--- src/rtl/frame_serializer_if.sv ---
// -----------------------------------------------------------------------------
// frame_serializer_if
// Parallel payload handshake into the frame serializer.
//   in_data  : payload word (DATA_WIDTH-1 bits), producer -> serializer
//   in_valid : in_data holds a word to be buffered, producer -> serializer
//   in_ready : serializer FIFO has room for a word, serializer -> producer
// A word transfers on a clock edge where in_valid && in_ready.
// -----------------------------------------------------------------------------
interface frame_serializer_if #(
  parameter int DATA_WIDTH = 8
);
  logic [DATA_WIDTH-2:0] in_data;
  logic                  in_valid;
  logic                  in_ready;

  // Producer side drives the word and its valid flag
  modport master (
    output in_data,
    output in_valid,
    input  in_ready
  );

  // Serializer side consumes the word and reports FIFO room
  modport slave (
    input  in_data,
    input  in_valid,
    output in_ready
  );
endinterface

--- src/rtl/frame_serializer.sv ---
// -----------------------------------------------------------------------------
// frame_serializer
// Buffers payload words in a small FIFO and sends each one on a single serial
// line as a DATA_WIDTH-bit frame: a 0 start bit followed by the payload,
// MSB first. The idle line level is 1. Frames are sent back-to-back with no
// gap so that the downstream deserializer stays word-aligned.
//
// Ports:
//   clk        : clock, all logic on posedge
//   rst        : asynchronous assert, active-low reset
//   enable     : permits new frames to start; never aborts a running frame
//   in_bus     : payload handshake (in_data / in_valid / in_ready)
//   serial_out : registered serial line
//   busy       : a frame is on the line
//   frame_done : one-cycle pulse coincident with a frame's last bit
//   fifo_level : words currently buffered
// -----------------------------------------------------------------------------
module frame_serializer #(
  parameter int DATA_WIDTH = 8,
  parameter int FIFO_DEPTH = 4
) (
  input  logic                          clk,
  input  logic                          rst,
  input  logic                          enable,
  frame_serializer_if.slave             in_bus,
  output logic                          serial_out,
  output logic                          busy,
  output logic                          frame_done,
  output logic [$clog2(FIFO_DEPTH):0]   fifo_level
);

  localparam int PW = DATA_WIDTH - 1;
  localparam int AW = $clog2(FIFO_DEPTH);
  localparam int CW = $clog2(DATA_WIDTH + 1);

  localparam logic [CW-1:0] CNT_ZERO     = {CW{1'b0}};
  localparam logic [CW-1:0] CNT_ONE      = CW'(1);
  localparam logic [CW-1:0] LAST_CNT     = CW'(DATA_WIDTH);
  localparam logic [CW-1:0] PRE_LAST_CNT = CW'(DATA_WIDTH - 1);
  localparam logic [AW:0]   LEVEL_ZERO   = {(AW + 1){1'b0}};
  localparam logic [AW:0]   LEVEL_ONE    = (AW + 1)'(1);
  localparam logic [AW:0]   LEVEL_FULL   = (AW + 1)'(FIFO_DEPTH);
  localparam logic [AW-1:0] PTR_ZERO     = {AW{1'b0}};
  localparam logic [AW-1:0] PTR_ONE      = AW'(1);
  localparam logic [PW-1:0] WORD_ZERO    = {PW{1'b0}};

  typedef enum logic [0:0] {
    IDLE  = 1'b0,
    SHIFT = 1'b1
  } state_t;

  logic [PW-1:0] mem_r [FIFO_DEPTH];
  logic [AW-1:0] wr_ptr_r;
  logic [AW-1:0] rd_ptr_r;
  logic [AW:0]   level_r;

  state_t        state_r;
  logic [PW-1:0] shift_r;
  logic [CW-1:0] bit_cnt_r;

  logic          push_s;
  logic          pop_s;

  // Room is judged from the registered level only, so in_ready never depends
  // on whether a pop happens in the same cycle.
  assign in_bus.in_ready = (level_r < LEVEL_FULL);
  assign fifo_level      = level_r;

  // Push/pop decisions for this cycle
  always_comb begin
    push_s = 1'b0;
    pop_s  = 1'b0;
    push_s = in_bus.in_valid && (level_r < LEVEL_FULL);
    // A new frame may start from IDLE, or on the last bit of the current one
    // so consecutive frames abut with no idle bit.
    if ((state_r == IDLE) || (bit_cnt_r == LAST_CNT)) begin
      pop_s = enable && (level_r != LEVEL_ZERO);
    end else begin
      pop_s = 1'b0;
    end
  end

  // FIFO storage; contents need no reset because the pointers gate every read
  always_ff @(posedge clk) begin
    if (push_s) begin
      mem_r[wr_ptr_r] <= in_bus.in_data;
    end
  end

  // FIFO pointers and level; simultaneous push and pop leave the level alone
  always_ff @(posedge clk or negedge rst) begin
    if (!rst) begin
      wr_ptr_r <= PTR_ZERO;
      rd_ptr_r <= PTR_ZERO;
      level_r  <= LEVEL_ZERO;
    end else begin
      if (push_s) begin
        wr_ptr_r <= wr_ptr_r + PTR_ONE;
      end
      if (pop_s) begin
        rd_ptr_r <= rd_ptr_r + PTR_ONE;
      end
      case ({push_s, pop_s})
        2'b10:   level_r <= level_r + LEVEL_ONE;
        2'b01:   level_r <= level_r - LEVEL_ONE;
        default: level_r <= level_r;
      endcase
    end
  end

  // Framing FSM with registered line, busy and frame_done outputs
  always_ff @(posedge clk or negedge rst) begin
    if (!rst) begin
      state_r    <= IDLE;
      shift_r    <= WORD_ZERO;
      bit_cnt_r  <= CNT_ZERO;
      serial_out <= 1'b1;
      busy       <= 1'b0;
      frame_done <= 1'b0;
    end else begin
      case (state_r)
        IDLE: begin
          frame_done <= 1'b0;
          if (pop_s) begin
            shift_r    <= mem_r[rd_ptr_r];
            serial_out <= 1'b0;
            bit_cnt_r  <= CNT_ONE;
            busy       <= 1'b1;
            state_r    <= SHIFT;
          end else begin
            serial_out <= 1'b1;
            bit_cnt_r  <= CNT_ZERO;
            busy       <= 1'b0;
          end
        end
        SHIFT: begin
          if (bit_cnt_r < LAST_CNT) begin
            serial_out <= shift_r[PW-1];
            shift_r    <= {shift_r[PW-2:0], 1'b0};
            bit_cnt_r  <= bit_cnt_r + CNT_ONE;
            // Pulse lands with the last payload bit on the line
            frame_done <= (bit_cnt_r == PRE_LAST_CNT);
          end else if (pop_s) begin
            shift_r    <= mem_r[rd_ptr_r];
            serial_out <= 1'b0;
            bit_cnt_r  <= CNT_ONE;
            frame_done <= 1'b0;
          end else begin
            serial_out <= 1'b1;
            bit_cnt_r  <= CNT_ZERO;
            busy       <= 1'b0;
            frame_done <= 1'b0;
            state_r    <= IDLE;
          end
        end
        default: begin
          serial_out <= 1'b1;
          bit_cnt_r  <= CNT_ZERO;
          busy       <= 1'b0;
          frame_done <= 1'b0;
          state_r    <= IDLE;
        end
      endcase
    end
  end

endmodule
--- src/flat_wrapper.sv ---
// flat-port wrapper written by rule: the top's interface ports become plain ports
module frame_serializer_flat 
#(
  parameter int DATA_WIDTH = 8,
  parameter int FIFO_DEPTH = 4
)
  (clk, rst, enable, serial_out, busy, frame_done, fifo_level, in_bus_in_data, in_bus_in_valid, in_bus_in_ready);
  frame_serializer_if #(.DATA_WIDTH(DATA_WIDTH)) in_bus_i ();
  input  logic clk;
  input  logic rst;
  input  logic enable;
  output logic serial_out;
  output logic busy;
  output logic frame_done;
  output logic [$clog2(FIFO_DEPTH):0] fifo_level;
  input wire logic [$bits(in_bus_i.in_data)-1:0] in_bus_in_data;
  input wire logic [$bits(in_bus_i.in_valid)-1:0] in_bus_in_valid;
  output wire logic [$bits(in_bus_i.in_ready)-1:0] in_bus_in_ready;
  assign in_bus_i.in_data = in_bus_in_data;
  assign in_bus_i.in_valid = in_bus_in_valid;
  assign in_bus_in_ready = in_bus_i.in_ready;
  frame_serializer #(.DATA_WIDTH(DATA_WIDTH), .FIFO_DEPTH(FIFO_DEPTH)) u_core (.clk(clk), .rst(rst), .enable(enable), .in_bus(in_bus_i), .serial_out(serial_out), .busy(busy), .frame_done(frame_done), .fifo_level(fifo_level));
endmodule
--- config.mk ---
export PLATFORM = sky130hd
export DESIGN_NAME = frame_serializer_flat
export DESIGN_NICKNAME = d
export VERILOG_FILES = /design/src/rtl/frame_serializer_if.sv /design/src/rtl/frame_serializer.sv /design/src/flat_wrapper.sv
export SDC_FILE = /design/constraint.sdc
export NUM_CORES = 1
export LEC_CHECK = 0
export CAP_MARGIN = 0
export CORE_MARGIN = 4
export CORE_UTILIZATION = 44
export CTS_CLUSTER_DIAMETER = 120
export DETAILED_ROUTE_END_ITERATION = 8
export GPL_ROUTABILITY_DRIVEN = 1
export PLACE_DENSITY_LB_ADDON = 0.08
export SLEW_MARGIN = 20
export SYNTH_ARGS = -nofsm -noshare
export SYNTH_HDL_FRONTEND = slang
export SYNTH_SLANG_ARGS = --single-unit
--- constraint.sdc ---
create_clock -name clk -period 3 [get_ports clk]
set_input_delay 0.6 -clock clk [delete_from_list [all_inputs] [get_ports clk]]
set_output_delay 0.6 -clock clk [all_outputs]
set_load 0.1 [all_outputs]
==> impl_metrics.tcl, run 1 <==
set metrics [dict create \
    status "completed" \
    cpPeakStageDelay_ps 450 \
    arrival_ps 2530 \
    ctsResizeCount 0 \
    timing.slew.headroom 0.384 \
    synth_area_per_cell_um2 15.7 \
    swShare 0.410 \
    netSwitchingPower_uw 991 \
    p_comb_frac 0.407 \
    htree_levels 2 \
    syn_inst 132 \
    finalInstanceArea_mm2 0.00236 \
    synth-async-reset-ratio 0.440 \
    powerDensity_mw_per_mm2 1020 \
    cp_slowest_cell "clkdlybuf4s50_1" \
    core_region_area_mm2 0.00444 \
    total_power_uw 2420 \
    crit_family "buffers and inverters" \
    stdcell_count 207 \
    postCtsHoldBufs 0 \
    die_x_um 76.6 \
    path_class "in2reg" \
    grt_pass1_wl_mm 5.42 \
    row_count 24 \
    gr-total-overflow 0 \
    nets 173 \
    ys_types 28 \
    dpl_cell_area_mm2 0.00228 \
    period_needed_ps 2320 \
    track_usage 0.122 \
    totalWireLength_mm 3.29 \
    yosysSeqAreaShare 0.673 \
    pin_count 18 \
    drtIter0Drc 51 \
    diodes 0 \
    drtAntennaViolNets 0 \
    die_area_mm2 0.00586 \
    worst-path-stages 10 \
    root_buffer "clkbuf_8" \
    grtUsageMet2 0.193 \
    multi_input_area_um2 608 \
    pwr-share-seq 0.437 \
    finalHoldViolCount 0 \
    ir_drop_mv 0.555 \
    cp.required_ps 3210 \
    postCtsSetupBuffers 0 \
    post_drt_wl_per_cell_um 15.9 \
    cts.sinks 50 \
    clockPowerShare 0.157 \
    drt_pass1_iterations 4 \
    reg2reg_depth 11 \
    regArea_mm2 0.00139 \
    yosys_warnings 0 \
    layout_common_cells "28 x edfxtp_1, 21 x dfrtp_1, 10 x inv_1, 10 x clkdlybuf4s50_1" \
    internal_power_uw 1420 \
    crit_fanout 10 \
    timing.final.crit_share 0.773 \
    clockBufferDepth 2 \
    insertion_delay_ps 300 \
    via_per_inst 5.08 \
    leakage_uw 0.000934 \
    syn2layout_area_growth_pct 14.3 \
    drv_slew 0 \
    worst_pin_slew_ps 921 \
    clkSlewWorstSetupHoldPaths_ps 90 \
    hold_path_depth 1 \
    initial_core_util 0.465 \
    synth_edf_count 28 \
    cp-end-kind "register" \
    start_kind "input pin" \
    antenna_found_initial 0 \
    drcViolationCount 0 \
    cts_made_buffers 5 \
    max_clock_freq_ghz 0.431 \
    grt_use_met3 0.0390 \
    final_common_cell "edfxtp_1" \
    place_hpwl_mm 2.31 \
    synth_seq_cells 50 \
    finalSetupViolCount 0 \
    grt_max_degree 23 \
    tns_ps 0 \
    max-cap-violations 0 \
    drive_gt1_frac 0.174 \
    dp.cells 199 \
    num_vias 1051 \
    busiest_layer "met2" \
    fin_skew_ps 6.18 \
    numPortBuffers 17 \
    cp_cell_sequence "clkdlybuf4s50_1 -> o31a_1 -> o21ai_4 -> inv_4 -> ha_1 -> inv_1 -> fa_1 -> xor2_1 -> nor2_1 -> xnor2_1" \
    synth_flop_cell "edfxtp_1" \
    grt_util_met1 0.159 \
    fp.dieH_um 76.6 \
    worst_hold_path_type "reg2reg" \
    cts_tree "yes" \
    fillers 380 \
    rsz0062_at_grt "false" \
    place_congestion 0.686 \
    syn_nets 151 \
    postLayoutCoreUtil 0.532 \
    cp_num_buf_inv 3 \
    syn_area_mm2 0.00207 \
    first_global_vias 1112 \
]
-- Yosys cell counts (all sizes together), types with 2 or more instances --
| master | number | area [µm²] |
|---|---|---|
| inv | 11 | 43.8 |
| clkbuf | 2 | 7.51 |
| ha | 7 | 87.6 |
| nor2 | 6 | 22.5 |
| buf | 2 | 16.3 |
| xor2 | 2 | 17.5 |
| mux4 | 7 | 158 |
| xnor2 | 5 | 43.8 |
| nand2 | 9 | 33.8 |
| mux2i | 8 | 80.1 |
| o21ai | 9 | 56.3 |
| and2 | 6 | 40.0 |
| edfxtp | 28 | 841 |
| dfrtp | 21 | 526 |
-- area by class of cell --
cell class,instances,share of cell area
inverter,11,0.0185
multi-input combinational,67,0.257
clock buffer,6,0.0307
sequential,50,0.589
tap,52,0.0275
clock inverter,2,0.00582
timing repair buffer,19,0.0709
-- flip-flops by register name (all words and copies together) (netlist names) --
register and flops:
u_core.mem_r 28, u_core.shift_r 7, u_core.bit_cnt_r 4, u_core.fifo_level 3
u_core.rd_ptr_r 2, u_core.wr_ptr_r 2, u_core.busy 1, u_core.frame_done 1
u_core.serial_out 1, u_core.state_r 1
-- cells by family after synthesis --
| family | synth area share |
|---|---|
| compound gates | 0.0351 |
| flops | 0.673 |
| simple gates | 0.0623 |
| fa+ha+maj | 0.0520 |
| xor+xnor | 0.0296 |
| buf+inv | 0.0327 |
| mux | 0.115 |
-- power by group through the flow --
stage	sequential, µW	clock (µW)	combinational (µW)
finish	1050	379	982
global route	1080	412	1070
CTS	1060	392	999
detailed placement	1080	0	994
global placement	1070	0	970
floorplan	1260	0	588
-- metal layers --
metal	vias up	wire, µm	part of all wire
li1	505	-	-
met5	-	0	0
met4	0	39	0.012
met1	525	1510	0.46
met3	4	125	0.038
met2	17	1610	0.49
-- metrics by stage --
stage,setup WS (ps),hold WS (ps)
2_1_floorplan,507,304
3_3_place_gp,452,463
3_5_place_dp,381,468
4_1_cts,681,495
5_1_grt,579,525
6_report,680,492
-- path summary, 6_finish.rpt --
| check | slack (ps) | to | startpoint |
|---|---|---|---|
| min | 490 | u_core.busy | u_core.busy |
| max in group asynchronous | 2070 | u_core.serial_out | rst |
| min in group asynchronous | 650 | u_core.frame_done | rst |
| max reg2reg | 780 | u_core.fifo_level[2] | u_core.bit_cnt_r[0] |
| max | 680 | u_core.fifo_level[2] | enable |
| min reg2reg | 490 | u_core.busy | u_core.busy |
-- worst reg2reg max path: cells and delay by family (launching register included) --
kind / cells / cell delay, ps
simple gates: 2 / 330
fa+ha+maj: 3 / 730
compound gates: 1 / 90
buf+inv: 3 / 290
flops: 1 / 410
xor+xnor: 2 / 290
Power figures use the tool's default switching activity.
==> run 2, diff against run 1 <==
Clock period 3 ns to 2 ns, I/O delays scaled along.
==> run 2 against run 1 <==
Sequential power rose by 51%. Worst hold slack got worse by 38 ps. Flip-flop and latch count stayed put. Cell area rose by 9.5%. Critical endpoint unchanged. Non-clock buffer count is 12 higher. Setup slack got worse by 600 ps. Wire length rose by 3.3%.
==> impl_metrics.tcl, run 2 (synthesized netlist as in run 1, its figures left out) <==
set metrics [dict create \
    p_comb_frac 0.438 \
    clockBufferDepth 2 \
    fp.dieH_um 76.6 \
    grt_max_degree 23 \
    drive_gt1_frac 0.269 \
    stdcell_count 219 \
    die_area_mm2 0.00586 \
    cpPeakStageDelay_ps 400 \
    postCtsHoldBufs 0 \
    postLayoutCoreUtil 0.582 \
    drcViolationCount 0 \
    pwr-share-seq 0.393 \
    leakage_uw 0.00102 \
    gr-total-overflow 0 \
    num_vias 1087 \
    netSwitchingPower_uw 1530 \
    cp.required_ps 2220 \
    cp_cell_sequence "inv_1 -> ha_1 -> and3b_2 -> o21ai_4 -> inv_4 -> ha_4 -> inv_2 -> fa_2 -> xor2_1 -> nor2_1 -> xnor2_1" \
    post_drt_wl_per_cell_um 15.5 \
    top_regs "u_core.mem_r (28), u_core.shift_r (7), u_core.bit_cnt_r (4)" \
    finalHoldViolCount 0 \
    cp_slowest_cell "dfrtp_1" \
    final_common_cell "edfxtp_1" \
    fin_skew_ps 7.18 \
    timing.slew.headroom 0.734 \
    start_kind "register" \
    max-cap-violations 0 \
    via_per_inst 4.96 \
    place_hpwl_mm 2.39 \
    nets 185 \
    die_x_um 76.6 \
    crit_fanout 3 \
    insertion_delay_ps 290 \
    worst_pin_slew_ps 399 \
    diodes 0 \
    finalSetupViolCount 0 \
    status "completed" \
    dp.cells 208 \
    clkSlewWorstSetupHoldPaths_ps 80 \
    track_usage 0.132 \
    period_needed_ps 1920 \
    swShare 0.378 \
    path_class "reg2reg" \
    cts_tree "yes" \
    row_count 24 \
    totalWireLength_mm 3.40 \
    cp-end-kind "register" \
    drt_pass1_iterations 4 \
    top_register "u_core.mem_r" \
    arrival_ps 2140 \
    core_region_area_mm2 0.00444 \
    pin_count 18 \
    root_buffer "clkbuf_8" \
    rsz0062_at_grt "true" \
    drtIter0Drc 88 \
    initial_core_util 0.465 \
    drv_slew 0 \
    drtAntennaViolNets 0 \
    worst_hold_path_type "in2async" \
    cts_made_buffers 5 \
    largest_reg_flops 28 \
    grt_pass1_wl_mm 5.84 \
    reg2reg_depth 11 \
    ir_drop_mv 0.768 \
    htree_levels 2 \
    antenna_found_initial 0 \
    timing.final.crit_share 0.958 \
    first_global_vias 1109 \
    internal_power_uw 2510 \
    place_congestion 0.770 \
    total_power_uw 4040 \
    fillers 359 \
    powerDensity_mw_per_mm2 1560 \
    cts.sinks 50 \
    layout_common_cells "28 x edfxtp_1, 18 x dfrtp_1, 14 x buf_4" \
    numPortBuffers 17 \
    syn2layout_area_growth_pct 25.2 \
    clockPowerShare 0.169 \
    max_clock_freq_ghz 0.522 \
    worst_hold_slack_ps 454 \
]
[run 2: routing by layer]
layer | share of wire | vias up | GRT usage
li1 | - | 531 | -
met3 | 0.028 | 4 | 0.0366
met5 | 0 | - | 0
met1 | 0.46 | 540 | 0.182
met2 | 0.50 | 12 | 0.199
met4 | 0.011 | 0 | 0.0489
[run 2: critical path, delay by kind of cell (launching register included)]
kind / cells / cell delay (ps)
xor+xnor: 2 / 260
flops: 1 / 400
fa+ha+maj: 3 / 590
buf+inv: 3 / 180
simple gates: 2 / 320
compound gates: 1 / 70
[run 2: power groups by stage]
stage                     Sequential [µW]  Clock [µW]  Combinational (µW)
final                                1590         682                1770
after global routing                 1630         749                1920
after CTS                            1600         703                1760
after detailed placement             1620           0                1760
after global placement               1610           0                1710
after floorplan                      1910           0                 904
[run 2: stage by stage]
stage               cell area [µm²]  TNS (ps)  setup WS (ps)
floorplan                      2090     -29.1          -29.1
global placement               2460      -115           -113
detailed placement             2460      -236           -170
CTS                            2560         0           16.1
global route                   2590     -8.17          -8.17
finish                         2590         0           83.4
[run 2: final timing paths]
path                       slack (ps)                    to                 from
min                               450  u_core.fifo_level[2]                  rst
max in group asynchronous        1270     u_core.serial_out                  rst
min reg2reg                       490     u_core.shift_r[1]    u_core.shift_r[0]
max                                80  u_core.fifo_level[2]  u_core.bit_cnt_r[0]
max reg2reg                        80  u_core.fifo_level[2]  u_core.bit_cnt_r[0]
min in group clk                  490     u_core.shift_r[1]    u_core.shift_r[0]
[run 2: area by class of cell]
cell class / count / area [µm²] / share of cell area
sequential: 50 / 1400 / 0.542
timing repair buffer: 31 / 345 / 0.133
clock buffer: 7 / 76.3 / 0.0295
multi-input combinational: 67 / 624 / 0.241
tap: 52 / 65.1 / 0.0251
clock inverter: 1 / 30.0 / 0.0116
inverter: 11 / 43.8 / 0.0169
[run 2: timing repair]
item | 4_1_cts | 5_1_grt
setup buffers | 0 | 3
resized for setup | 0 | 1
endpoints found under the setup margin | 0 | 2
